--- src/rtl/loader_pkg.sv ---
// loader_pkg: shared state encoding, sync byte and sizing helpers for prog_loader.
package loader_pkg;

   typedef enum logic [2:0] {
      IDLE  = 3'd0,
      COUNT = 3'd1,
      DATA  = 3'd2,
      CHECK = 3'd3,
      DONE  = 3'd4,
      ERROR = 3'd5
   } loader_state_t;

   localparam logic [7:0] SYNC_BYTE = 8'hA5;

   function automatic int nbytes(input int isz);
      return (isz + 7) / 8;
   endfunction

   // Bits of an instruction's first (MS) byte that lie above the instruction width.
   function automatic logic [7:0] first_byte_mask(input int isz);
      int unsigned excess;
      logic [7:0]  m;
      excess = int'(8 * nbytes(isz) - isz);
      m      = '0;
      for (int unsigned b = 0; b < 8; b++) begin
         if (b + excess >= 8) m[b] = 1'b1;
      end
      return m;
   endfunction

endpackage

--- src/rtl/loader_csum.sv ---
// loader_csum: 8-bit running-sum accumulator with clear and add-on-accept;
// zero_o flags that the current sum plus the presented byte is 0 mod 256.
module loader_csum (
   input  logic       clk_i,
   input  logic       reset_i,
   input  logic       clear_i,
   input  logic       add_i,
   input  logic [7:0] data_i,
   output logic       zero_o
);

   logic [7:0] sum_q;
   logic [7:0] sum_d;

   always_comb begin
      sum_d = sum_q;
      if (clear_i) begin
         sum_d = '0;
      end else if (add_i) begin
         sum_d = sum_q + data_i;
      end
   end

   always_ff @(posedge clk_i) begin
      if (reset_i) begin
         sum_q <= '0;
      end else begin
         sum_q <= sum_d;
      end
   end

   assign zero_o = ((sum_q + data_i) == 8'h00);

endmodule

--- src/rtl/prog_loader.sv ---
// prog_loader: framed byte-stream loader writing instructions into program memory and
// holding the CPU until a verified image is present. Optional CSUM check: PROG_LOADER_CHECKSUM_EN.
module prog_loader
   import loader_pkg::*;
#(
   parameter int p_size = 6,
   parameter int i_size = 20
) (
   input  logic              clk,
   input  logic              reset,
   input  logic [7:0]        in_data,
   input  logic              in_valid,
   output logic              in_ready,
   output logic              wr_en,
   output logic [p_size-1:0] wr_addr,
   output logic [i_size-1:0] wr_data,
   output logic              cpu_hold,
   output logic              done,
   output logic              error
);

   localparam int               NBYTES    = nbytes(i_size);
   localparam int unsigned      DEPTH     = 1 << p_size;
   localparam logic [7:0]       FB_MASK   = first_byte_mask(i_size);
   localparam int               BCW       = (NBYTES > 1) ? $clog2(NBYTES) : 1;
   localparam logic [BCW-1:0]   LAST_BYTE = BCW'(NBYTES - 1);

   loader_state_t     state_q, state_d;
   logic              in_ready_q, in_ready_d;
   logic              wr_en_q, wr_en_d;
   logic [p_size-1:0] wr_addr_q, wr_addr_d;
   logic [i_size-1:0] wr_data_q, wr_data_d;
   logic              cpu_hold_q, cpu_hold_d;
   logic              done_q, done_d;
   logic              error_q, error_d;
   logic [7:0]        count_q, count_d;
   logic [7:0]        idx_q, idx_d;
   logic [p_size-1:0] addr_q, addr_d;
   logic [BCW-1:0]    bcnt_q, bcnt_d;
   logic [i_size-1:0] asm_q, asm_d;

   logic xfer;
   logic sync_xfer;

   assign xfer      = in_valid && in_ready_q;
   assign sync_xfer = xfer && (in_data == SYNC_BYTE);

`ifdef PROG_LOADER_CHECKSUM_EN
   logic csum_zero;

   loader_csum u_csum (
      .clk_i   (clk),
      .reset_i (reset),
      .clear_i (state_q == COUNT && xfer),
      .add_i   (state_q == DATA && xfer),
      .data_i  (in_data),
      .zero_o  (csum_zero)
   );
`endif

   always_comb begin
      state_d    = state_q;
      in_ready_d = 1'b1;
      wr_en_d    = 1'b0;
      wr_addr_d  = wr_addr_q;
      wr_data_d  = wr_data_q;
      cpu_hold_d = cpu_hold_q;
      done_d     = done_q;
      error_d    = error_q;
      count_d    = count_q;
      idx_d      = idx_q;
      addr_d     = addr_q;
      bcnt_d     = bcnt_q;
      asm_d      = asm_q;

      case (state_q)
         IDLE: begin
            if (sync_xfer) state_d = COUNT;
         end

         COUNT: begin
            if (xfer) begin
               count_d = in_data;
               idx_d   = '0;
               addr_d  = '0;
               bcnt_d  = '0;
               if (in_data == 8'h00 || 32'(in_data) > DEPTH) begin
                  state_d = ERROR;
                  error_d = 1'b1;
               end else begin
                  state_d = DATA;
               end
            end
         end

         // The write cycle itself decides whether the frame body is finished, so the
         // final write is never overlapped with the next state's first accepted byte.
         DATA: begin
            if (wr_en_q) begin
               if (idx_q == count_q) begin
`ifdef PROG_LOADER_CHECKSUM_EN
                  state_d = CHECK;
`else
                  state_d    = DONE;
                  done_d     = 1'b1;
                  cpu_hold_d = 1'b0;
`endif
               end
            end else if (xfer) begin
               if (bcnt_q == '0 && (in_data & FB_MASK) != 8'h00) begin
                  state_d = ERROR;
                  error_d = 1'b1;
               end else begin
                  asm_d = i_size'({asm_q, in_data});
                  if (bcnt_q == LAST_BYTE) begin
                     bcnt_d     = '0;
                     wr_en_d    = 1'b1;
                     in_ready_d = 1'b0;
                     wr_addr_d  = addr_q;
                     wr_data_d  = asm_d;
                     addr_d     = addr_q + p_size'(1);
                     idx_d      = idx_q + 8'd1;
                  end else begin
                     bcnt_d = bcnt_q + BCW'(1);
                  end
               end
            end
         end

`ifdef PROG_LOADER_CHECKSUM_EN
         CHECK: begin
            if (xfer) begin
               if (csum_zero) begin
                  state_d    = DONE;
                  done_d     = 1'b1;
                  cpu_hold_d = 1'b0;
               end else begin
                  state_d = ERROR;
                  error_d = 1'b1;
               end
            end
         end
`endif

         DONE: begin
            if (sync_xfer) begin
               state_d    = COUNT;
               done_d     = 1'b0;
               cpu_hold_d = 1'b1;
            end
         end

         ERROR: begin
            if (sync_xfer) begin
               state_d = COUNT;
               error_d = 1'b0;
            end
         end

         default: state_d = IDLE;
      endcase
   end

   always_ff @(posedge clk) begin
      if (reset) begin
         state_q    <= IDLE;
         in_ready_q <= 1'b0;
         wr_en_q    <= 1'b0;
         wr_addr_q  <= '0;
         wr_data_q  <= '0;
         cpu_hold_q <= 1'b1;
         done_q     <= 1'b0;
         error_q    <= 1'b0;
         count_q    <= '0;
         idx_q      <= '0;
         addr_q     <= '0;
         bcnt_q     <= '0;
         asm_q      <= '0;
      end else begin
         state_q    <= state_d;
         in_ready_q <= in_ready_d;
         wr_en_q    <= wr_en_d;
         wr_addr_q  <= wr_addr_d;
         wr_data_q  <= wr_data_d;
         cpu_hold_q <= cpu_hold_d;
         done_q     <= done_d;
         error_q    <= error_d;
         count_q    <= count_d;
         idx_q      <= idx_d;
         addr_q     <= addr_d;
         bcnt_q     <= bcnt_d;
         asm_q      <= asm_d;
      end
   end

   assign in_ready = in_ready_q;
   assign wr_en    = wr_en_q;
   assign wr_addr  = wr_addr_q;
   assign wr_data  = wr_data_q;
   assign cpu_hold = cpu_hold_q;
   assign done     = done_q;
   assign error    = error_q;

endmodule

--- config.mk ---
export PLATFORM = sky130hd
export DESIGN_NAME = prog_loader
export DESIGN_NICKNAME = d
export VERILOG_FILES = /design/src/rtl/loader_pkg.sv /design/src/rtl/loader_csum.sv /design/src/rtl/prog_loader.sv
export SDC_FILE = /design/constraint.sdc
export NUM_CORES = 1
export LEC_CHECK = 0
export ABC_AREA = 1
export CAP_MARGIN = 25
export CORE_UTILIZATION = 58
export DETAILED_ROUTE_END_ITERATION = 6
export PLACE_DENSITY = 0.87
export SLEW_MARGIN = 30
export SYNTH_ARGS = -nofsm -noshare
export SYNTH_HDL_FRONTEND = slang
export SYNTH_SLANG_ARGS = --single-unit
--- constraint.sdc ---
create_clock -name clk -period 4.3 [get_ports clk]
set_input_delay 0.86 -clock clk [delete_from_list [all_inputs] [get_ports clk]]
set_output_delay 0.86 -clock clk [all_outputs]
set_load 0.02 [all_outputs]
# == Word-level counts from Yosys, hierarchy flattened ==
# Index checks and enable logic that the tools add are counted.
# totals
ff_bits,70
output_inout_bits,31
# classes
order_cmp,1
eq_ne,22
n_mux,46
n_reduce_logical,21
bitwise_logic,4
addsub,3
# op_table
operator,count
$mux 8,5
$mux 6,5
$ne 2x2->1 const B,11
$mux 3,7
$mux 1,17
$pmux 8 s2,1
$reduce_and 5->1,3
$pmux 6 s2,1
$mux 2,5
$ne 3x3->1 const B,3
$pmux 3 s3,1
$add 8x1->8 const B,1
$eq 8x8->1,1
$eq 8x8->1 const B,1
$gt 8x7->1 const B,1
$logic_not 8->1,1
$reduce_and 4->1,2
$reduce_bool 8->1,1
$reduce_and 7->1,1
$add 6x1->6 const B,1
$eq 3x3->1 const B,2
$reduce_and 6->1,1
$reduce_or 5->1,1
$not 1->1,4
other kinds (16),20

# == Longest topological paths before layout ==
# Gate-level depths: netlist of run 1.
# logic_depth
word_depth,6
ltp_mapped,11

# == Worst setup path before layout of run 1 ==
# OpenSTA, ideal clock, no wires.
# synth_path
kind,in2reg
start,input port in_data[7]
end,register bcnt_q[1]
path_buffers,0
slack_ns,2.412
required_ns,4.181
t_arrival_ns,1.768
cell_stages,7
cell_sequence,inv_1 > nand2_1 > o21ai_0 > or2_2 > nand3_1 > o21ai_0 > a21oi_1
# synth_via
elab_chain_cells,4
# synth_lines
element,line_no,text
from (decl),prog_loader.sv:11,"input logic [7:0] in_data,"
$reduce_bool 8->1,prog_loader.sv:110,if (bcnt_q == '0 && (in_data & FB_MASK) != 8'h00) begin
$logic_and 1x1->1,prog_loader.sv:110,
$ne 2x2->1 (no line),--,
$reduce_and 5->1 (no line),--,
to (signal assigned),prog_loader.sv:191,bcnt_q <= bcnt_d;
to (decl),prog_loader.sv:39,"logic [BCW-1:0] bcnt_q, bcnt_d;"
# No other way between the ends.
# A chain may end at the register's enable or synchronous reset.

# == Worst setup path after layout of run 1 ==
# layout_path
start,input port in_valid
end,register idx_q[1]
# layout_via
elab_chain_cells,3
word_cells_on_any_way,4
cone_classes,2 x eq/ne; 2 x reduce/logical
# layout_lines
element,line_no,text
from (decl),prog_loader.sv:12,"input logic in_valid,"
$logic_and 1x1->1 *,prog_loader.sv:45,assign xfer = in_valid && in_ready_q;
$ne 2x2->1 (no line),--,
$reduce_and 6->1 (no line) *,--,
to (signal assigned),prog_loader.sv:189,idx_q <= idx_d;
to (decl),prog_loader.sv:37,"logic [7:0] idx_q, idx_d;"
# Mark *: on every way between the ends. The rest lies on a longest branch, timed or not.

==> flow_metrics.py, run 1 <==
metrics = {
    "clock_tree": {
        "clk_pin_slew_worst_paths_ns": 0.07,
        "cts_sinks": 70,
        "cts_tree": "built",
        "ctsResizeCount": 0,
        "cts_buffers": 9,
        "cts-hold-fix-buffers": 0,
        "clock_latency_ns": 0.35,
        "cts_root_buf": "clkbuf_8",
        "clock_tree.buffer_depth": 2,
        "htreeDepth": 3,
        "postCtsSetupRepairBufs": 0,
    },
    "die": {
        "coreArea_mm2": 0.004848,
        "die_h_um": 74.03,
        "die_w_um": 74.03,
        "start_util": 0.6206,
        "io_pins": 42,
        "num_rows": 25,
        "dieArea_mm2": 0.005480,
    },
    "global_route": {
        "grt_pass1_vias": 2399,
        "grt_first_pass_wirelength_mm": 11.25,
        "antenna_found_initial": 0,
        "grt.total_usage": 0.2759,
        "grt_start_max_net_pins": 38,
        "overflow": 0,
    },
    "job": {
        "maxCapViolCount": 0,
    },
    "sta": {
        "period_minus_slack_ns": 2.524,
        "fin_tns_setup_ns": 0,
        "slew_headroom": 0.3562,
        "slew_viol_final": 0,
        "worst_slack_ns": 1.776,
        "setup_viol": 0,
        "clock_skew_ns": 0.009024,
        "tightest_slew_ns": 0.9622,
        "fmax_mhz": 396.2,
        "period_share": 0.5870,
        "hold_ws_ns": 0.4444,
        "finalHoldViolations": 0,
        "grt_setup_unrepaired": "no",
    },
    "logic_synthesis": {
        "avgSynthCellArea_um2": 7.339,
        "syn_area_mm2": 0.003009,
        "synth.top_cell.area_share": 0.4657,
        "synthArstFlopShare": 0,
        "synthFlopType": "dfxtp_1",
        "ys_seq_elements": 70,
        "netlist_top_cells_area": "dfxtp_1, nand2_1, o21ai_0",
        "synth_cell_types": 38,
        "yosysWarningCount": 0,
        "synth_enable_flop_cells": 0,
        "yosys-top-cells-count": "dfxtp_1, nand2_1, nor2_1, o21ai_0, a21oi_1",
        "synthCells": 410,
        "synth_largest_area_cell": "dfxtp_1",
        "syn-num-nets": 423,
        "ys_seq_area_frac": 0.4657,
        "synth.most_common_cell": "dfxtp_1",
    },
    "layout": {
        "antenna_cells": 0,
        "num-nets-final": 463,
        "area_growth_pct": 20.50,
        "stdcell_count": 522,
        "drive_above_1_share": 0.08132,
    },
    "pwr": {
        "cellPowerDensity_mw_per_mm2": 450.2,
        "pwr-share-comb": 0.254,
        "leakagePower_uw": 0.001474,
        "p_int_uw": 1064,
        "peakVddDrop_uv": 232.6,
        "switchingPower_uw": 568.5,
        "swShare": 0.3483,
        "power.share.clock": 0.299,
        "p_seq_frac": 0.448,
    },
    "critical_path": {
        "crit_path_end_kind": "register",
        "required_ns": 4.53,
        "critPathMaxFanout": 17,
        "crit_arrival_ns": 2.75,
        "critPathKind": "primary input to register",
        "start_kind": "primary input",
    },
    "drt": {
        "wl_per_cell_um": 13.32,
        "vias": 2754,
        "viasPerCell": 5.276,
        "postRouteAntennaNets": 0,
        "post-route-drc-count": 0,
        "drtPass1Iterations": 5,
        "wl_mm": 6.951,
        "first_iter_violations": 227,
    },
    "placement": {
        "gp_congestion": 0.8621,
        "port_buffers": 41,
        "placed_cells": 506,
        "pre_cts_ws_ns": 1.446,
        "dp_hpwl_mm": 4.874,
    },
    "min_path": {
        "hold_path_class": "register to register",
    },
    "run_status": {
        "status": "finished clean",
    },
}
state kept, by name (all words and copies together), names as in the netlist, 2 cells and up:
| signal | flops |
|---|---|
| addr_q | 6 |
| wr_addr | 6 |
| idx_q | 8 |
| asm_q | 12 |
| wr_data | 20 |
| state_q | 3 |
| count_q | 8 |
| bcnt_q | 2 |
routing by layer:
| metal | part of all wire | track usage | up-vias |
|---|---|---|---|
| met5 | 0 | 0 | - |
| met1 | 0.45 | 0.3707 | 1255 |
| met3 | 0.058 | 0.06640 | 10 |
| li1 | - | - | 1403 |
| met4 | 0.012 | 0.1068 | 0 |
| met2 | 0.48 | 0.4293 | 86 |
power groups by stage:
stage | sequential [uW] | clock [uW] | combinational, uW
after floorplan | 752 | 0 | 289
after global placement | 742 | 0 | 393
after detailed placement | 744 | 0 | 408
after CTS | 729 | 495 | 412
after global routing | 735 | 528 | 465
final | 731 | 488 | 414
critical path, cell delays in order:
cell	delay, ns
clkdlybuf4s50_1	0.46
nand2_1	0.16
nor2_1	0.79
nor2_2	0.21
inv_1	0.20
a211oi_1	0.07
stage by stage:
stage                     area [um2]  total power (uW)  utilization
after floorplan                 3009              1042            -
after global placement          3443              1135       0.7102
after detailed placement        3443              1152       0.7102
after CTS                       3626              1636       0.7479
after global routing            3626              1727       0.7479
final                           3626              1632       0.7479
cells by family after synthesis:
logic type,count (synthesis),synth area share
compound gates,100,0.1742
xor+xnor,4,0.01164
fa+ha+maj,2,0.008315
buf+inv,58,0.07899
flops,70,0.4657
simple gates,176,0.2611
layout make-up:
type / count / area (um2)
clock buffer: 10 / 137.6
clock inverter: 6 / 45.04
fill: 387 / 1222
inverter: 45 / 170.2
multi-input combinational: 282 / 1370
sequential: 70 / 1401
tap: 67 / 83.83
timing repair buffer: 42 / 417.9
path summary, 6_finish.rpt:
kind                      startpoint                 endpoint  slack [ns]  cells after the start
max                         in_valid    idx_q[1]$_SDFFE_PP0P_        1.78                      6
min               error$_SDFFE_PP0P_       error$_SDFFE_PP0P_        0.44                      2
max reg2reg  state_q[0]$_SDFFE_PP0P_  wr_data[4]$_SDFFE_PP0P_        2.27                      9
min reg2reg       error$_SDFFE_PP0P_       error$_SDFFE_PP0P_        0.44                      2
placed cells by master, fill, tap and decap left out, types with 2 or more instances in the layout:
cell,Yosys,final
nand2_2,7,7
o21ai_1,4,4
xnor2_1,3,3
o21ai_0,48,48
ha_1,2,2
nor3_1,6,6
nand3_1,15,15
nor2_4,2,2
clkdlybuf4s50_1,0,41
inv_1,40,40
clkinvlp_4,0,3
nor2_1,64,64
dfxtp_1,70,70
inv_2,4,4
clkinv_2,1,2
nand2_1,68,68
a21oi_1,43,43
nand4_1,3,3
clkbuf_8,0,10
Note: power is estimated with default switching activity, not from simulation.
==> inputs of run 2 (changes only) <==
--- a/config.mk
+++ b/config.mk
@@ -7,9 +7,9 @@
 export LEC_CHECK = 0
 export ABC_AREA = 1
 export CAP_MARGIN = 25
-export CORE_UTILIZATION = 58
+export CORE_UTILIZATION = 54
 export DETAILED_ROUTE_END_ITERATION = 6
-export PLACE_DENSITY = 0.87
+export PLACE_DENSITY = 0.82
 export SLEW_MARGIN = 30
 export SYNTH_ARGS = -nofsm -noshare
 export SYNTH_HDL_FRONTEND = slang
==> constraint.sdc (replaced) <==
create_clock -name clk -period 2.35 [get_ports clk]
set_input_delay 0.47 -clock clk [delete_from_list [all_inputs] [get_ports clk]]
set_output_delay 0.47 -clock clk [all_outputs]
set_load 0.02 [all_outputs]
==> flow_metrics.py, run 2 (same netlist as run 1, synthesis figures left out) <==
metrics = {
    "run_status": {
        "status": "finished clean",
    },
    "global_route": {
        "grt_start_max_net_pins": 53,
        "overflow": 0,
        "grt_pass1_vias": 2684,
        "grt.total_usage": 0.2543,
        "grt_first_pass_wirelength_mm": 11.79,
        "antenna_found_initial": 0,
    },
    "layout": {
        "area_growth_pct": 24.24,
        "num-nets-final": 468,
        "layout_common_cells": "dfxtp_1, nand2_1, nor2_1",
        "nFillCells": 419,
        "antenna_cells": 0,
        "largest_register_ffs": 20,
        "drive_above_1_share": 0.09130,
        "fin_area_mm2": 0.003739,
        "final-seq-area_mm2": 0.001401,
        "layout_commonest_cell": "dfxtp_1",
        "multi_input_area_mm2": 0.001370,
        "stdcell_count": 530,
    },
    "sta": {
        "slew_viol_final": 0,
        "period_share": 0.8025,
        "finalHoldViolations": 0,
        "period_minus_slack_ns": 1.886,
        "setup_viol": 0,
        "fin_tns_setup_ns": 0,
        "grt_setup_unrepaired": "no",
        "fmax_mhz": 530.2,
        "tightest_slew_ns": 0.4417,
        "worst_slack_ns": 0.4641,
        "slew_headroom": 0.7052,
        "clock_skew_ns": 0.01022,
    },
    "placement": {
        "pre_cts_ws_ns": 0.1270,
        "gp_congestion": 0.9125,
        "port_buffers": 41,
        "dp_hpwl_mm": 4.677,
        "placed_cells": 514,
        "dpl_cell_area_mm2": 0.003485,
    },
    "critical_path": {
        "regToRegStartpoint": "state_q[0]$_SDFFE_PP0P_",
        "cp_common_cell": "o21ai_0",
        "reg2regPathDepth": 9,
        "r2r_end": "wr_addr[2]$_SDFFE_PP0P_",
        "cpMaxStageDelayCell": "clkdlybuf4s50_1",
        "r2r_slack_ns": 0.57,
        "critPathBufInv": 3,
        "path_depth": 8,
        "path_cells": "clkdlybuf4s50_1 > inv_1 > nand2_1 > o21ai_0 > nand2_2 > inv_2 > o21ai_0 > a21oi_1",
        "critPathKind": "primary input to register",
        "crit_path_max_incr_delay_ns": 0.44,
        "crit_arrival_ns": 2.17,
        "crit_path_end_kind": "register",
        "critPathMaxFanout": 20,
        "required_ns": 2.63,
        "path_delay_family": "buffers and inverters",
        "start_kind": "primary input",
    },
    "die": {
        "io_pins": 42,
        "start_util": 0.5745,
        "die_h_um": 76.65,
        "dieArea_mm2": 0.005875,
        "coreArea_mm2": 0.005238,
        "num_rows": 26,
        "die_w_um": 76.65,
    },
    "drt": {
        "wl_per_cell_um": 12.97,
        "viasPerCell": 5.260,
        "post-route-drc-count": 0,
        "drtPass1Iterations": 4,
        "first_iter_violations": 241,
        "postRouteAntennaNets": 0,
        "wl_mm": 6.876,
        "vias": 2788,
    },
    "min_path": {
        "hold_path_class": "register to register",
        "whs_path_depth": 2,
        "min_from": "error$_SDFFE_PP0P_",
        "whs_endpoint": "error$_SDFFE_PP0P_",
    },
    "pwr": {
        "cellPowerDensity_mw_per_mm2": 886.4,
        "leakagePower_uw": 0.001541,
        "peakVddDrop_uv": 556.0,
    },
    "clock_tree": {
        "postCtsSetupRepairBufs": 0,
        "clk_pin_slew_worst_paths_ns": 0.08,
        "cts_sinks": 70,
        "clock_latency_ns": 0.35,
        "cts_root_buf": "clkbuf_8",
        "clock_tree.buffer_depth": 2,
        "htreeDepth": 3,
        "cts_buffers": 9,
        "ctsResizeCount": 0,
        "cts_tree": "built",
        "cts-hold-fix-buffers": 0,
    },
    "job": {
        "maxCapViolCount": 0,
    },
}
run 2: changes by cell type in the layout (fill, tap and decap cells not counted), sizes merged:
cell      before  now
clkinvlp       3    0
clkinv         3    2
inv           45   46
bufinv         0    3
buf            1    6
run 2: through the flow:
| step | hold WS (ns) | power, uW | utilization |
|---|---|---|---|
| 2_1_floorplan | 0.4493 | 1906 | - |
| 3_3_place_gp | 0.4303 | 2085 | 0.6653 |
| 6_report | 0.4430 | 3314 | 0.7138 |
| 5_1_grt | 0.4705 | 3472 | 0.7138 |
| 4_1_cts | 0.4490 | 3325 | 0.7138 |
| 3_5_place_dp | 0.4374 | 2102 | 0.6653 |
run 2: where the power goes:
| part | switching (uW) | internal (uW) |
|---|---|---|
| logic | 487 | 269 |
| registers | 64.0 | 1270 |
| clock network | 483 | 743 |
run 2: cell type report:
| cell class | count | area share |
|---|---|---|
| Clock buffer | 10 | 0.03681 |
| Clock inverter | 6 | 0.03112 |
| Inverter | 45 | 0.04552 |
| Multi-Input combinational cell | 282 | 0.3665 |
| Sequential cell | 70 | 0.3748 |
| Tap cell | 70 | 0.02343 |
| Timing Repair Buffer | 47 | 0.1218 |
run 2: metal layers:
layer,global-route usage,vias to the layer above,share of wire
li1,-,1420,-
met5,0,-,0
met4,0.1135,0,0.019
met1,0.3037,1274,0.44
met2,0.4315,80,0.48
met3,0.06190,14,0.061
run 2: how the worst max path moves through the flow:
stage / startpoint / end / slack (ns)
floorplan: in_data[7] / bcnt_q[1]$_SDFFE_PP0P_ / 0.85
global placement: in_data[7] / asm_q[4]$_SDFFE_PP0P_ / 0.23
detailed placement: in_data[6] / asm_q[4]$_SDFFE_PP0P_ / 0.13
CTS: wr_en$_SDFF_PP0_ / wr_en / 0.49
global route: in_data[7] / asm_q[5]$_SDFFE_PP0P_ / 0.27
finish: in_data[6] / asm_q[5]$_SDFFE_PP0P_ / 0.46
run 2: worst min-delay path, stage by stage, from the launching register on:
cell     delay (ns)
dfxtp_1        0.31
inv_1          0.05
a21oi_1        0.05
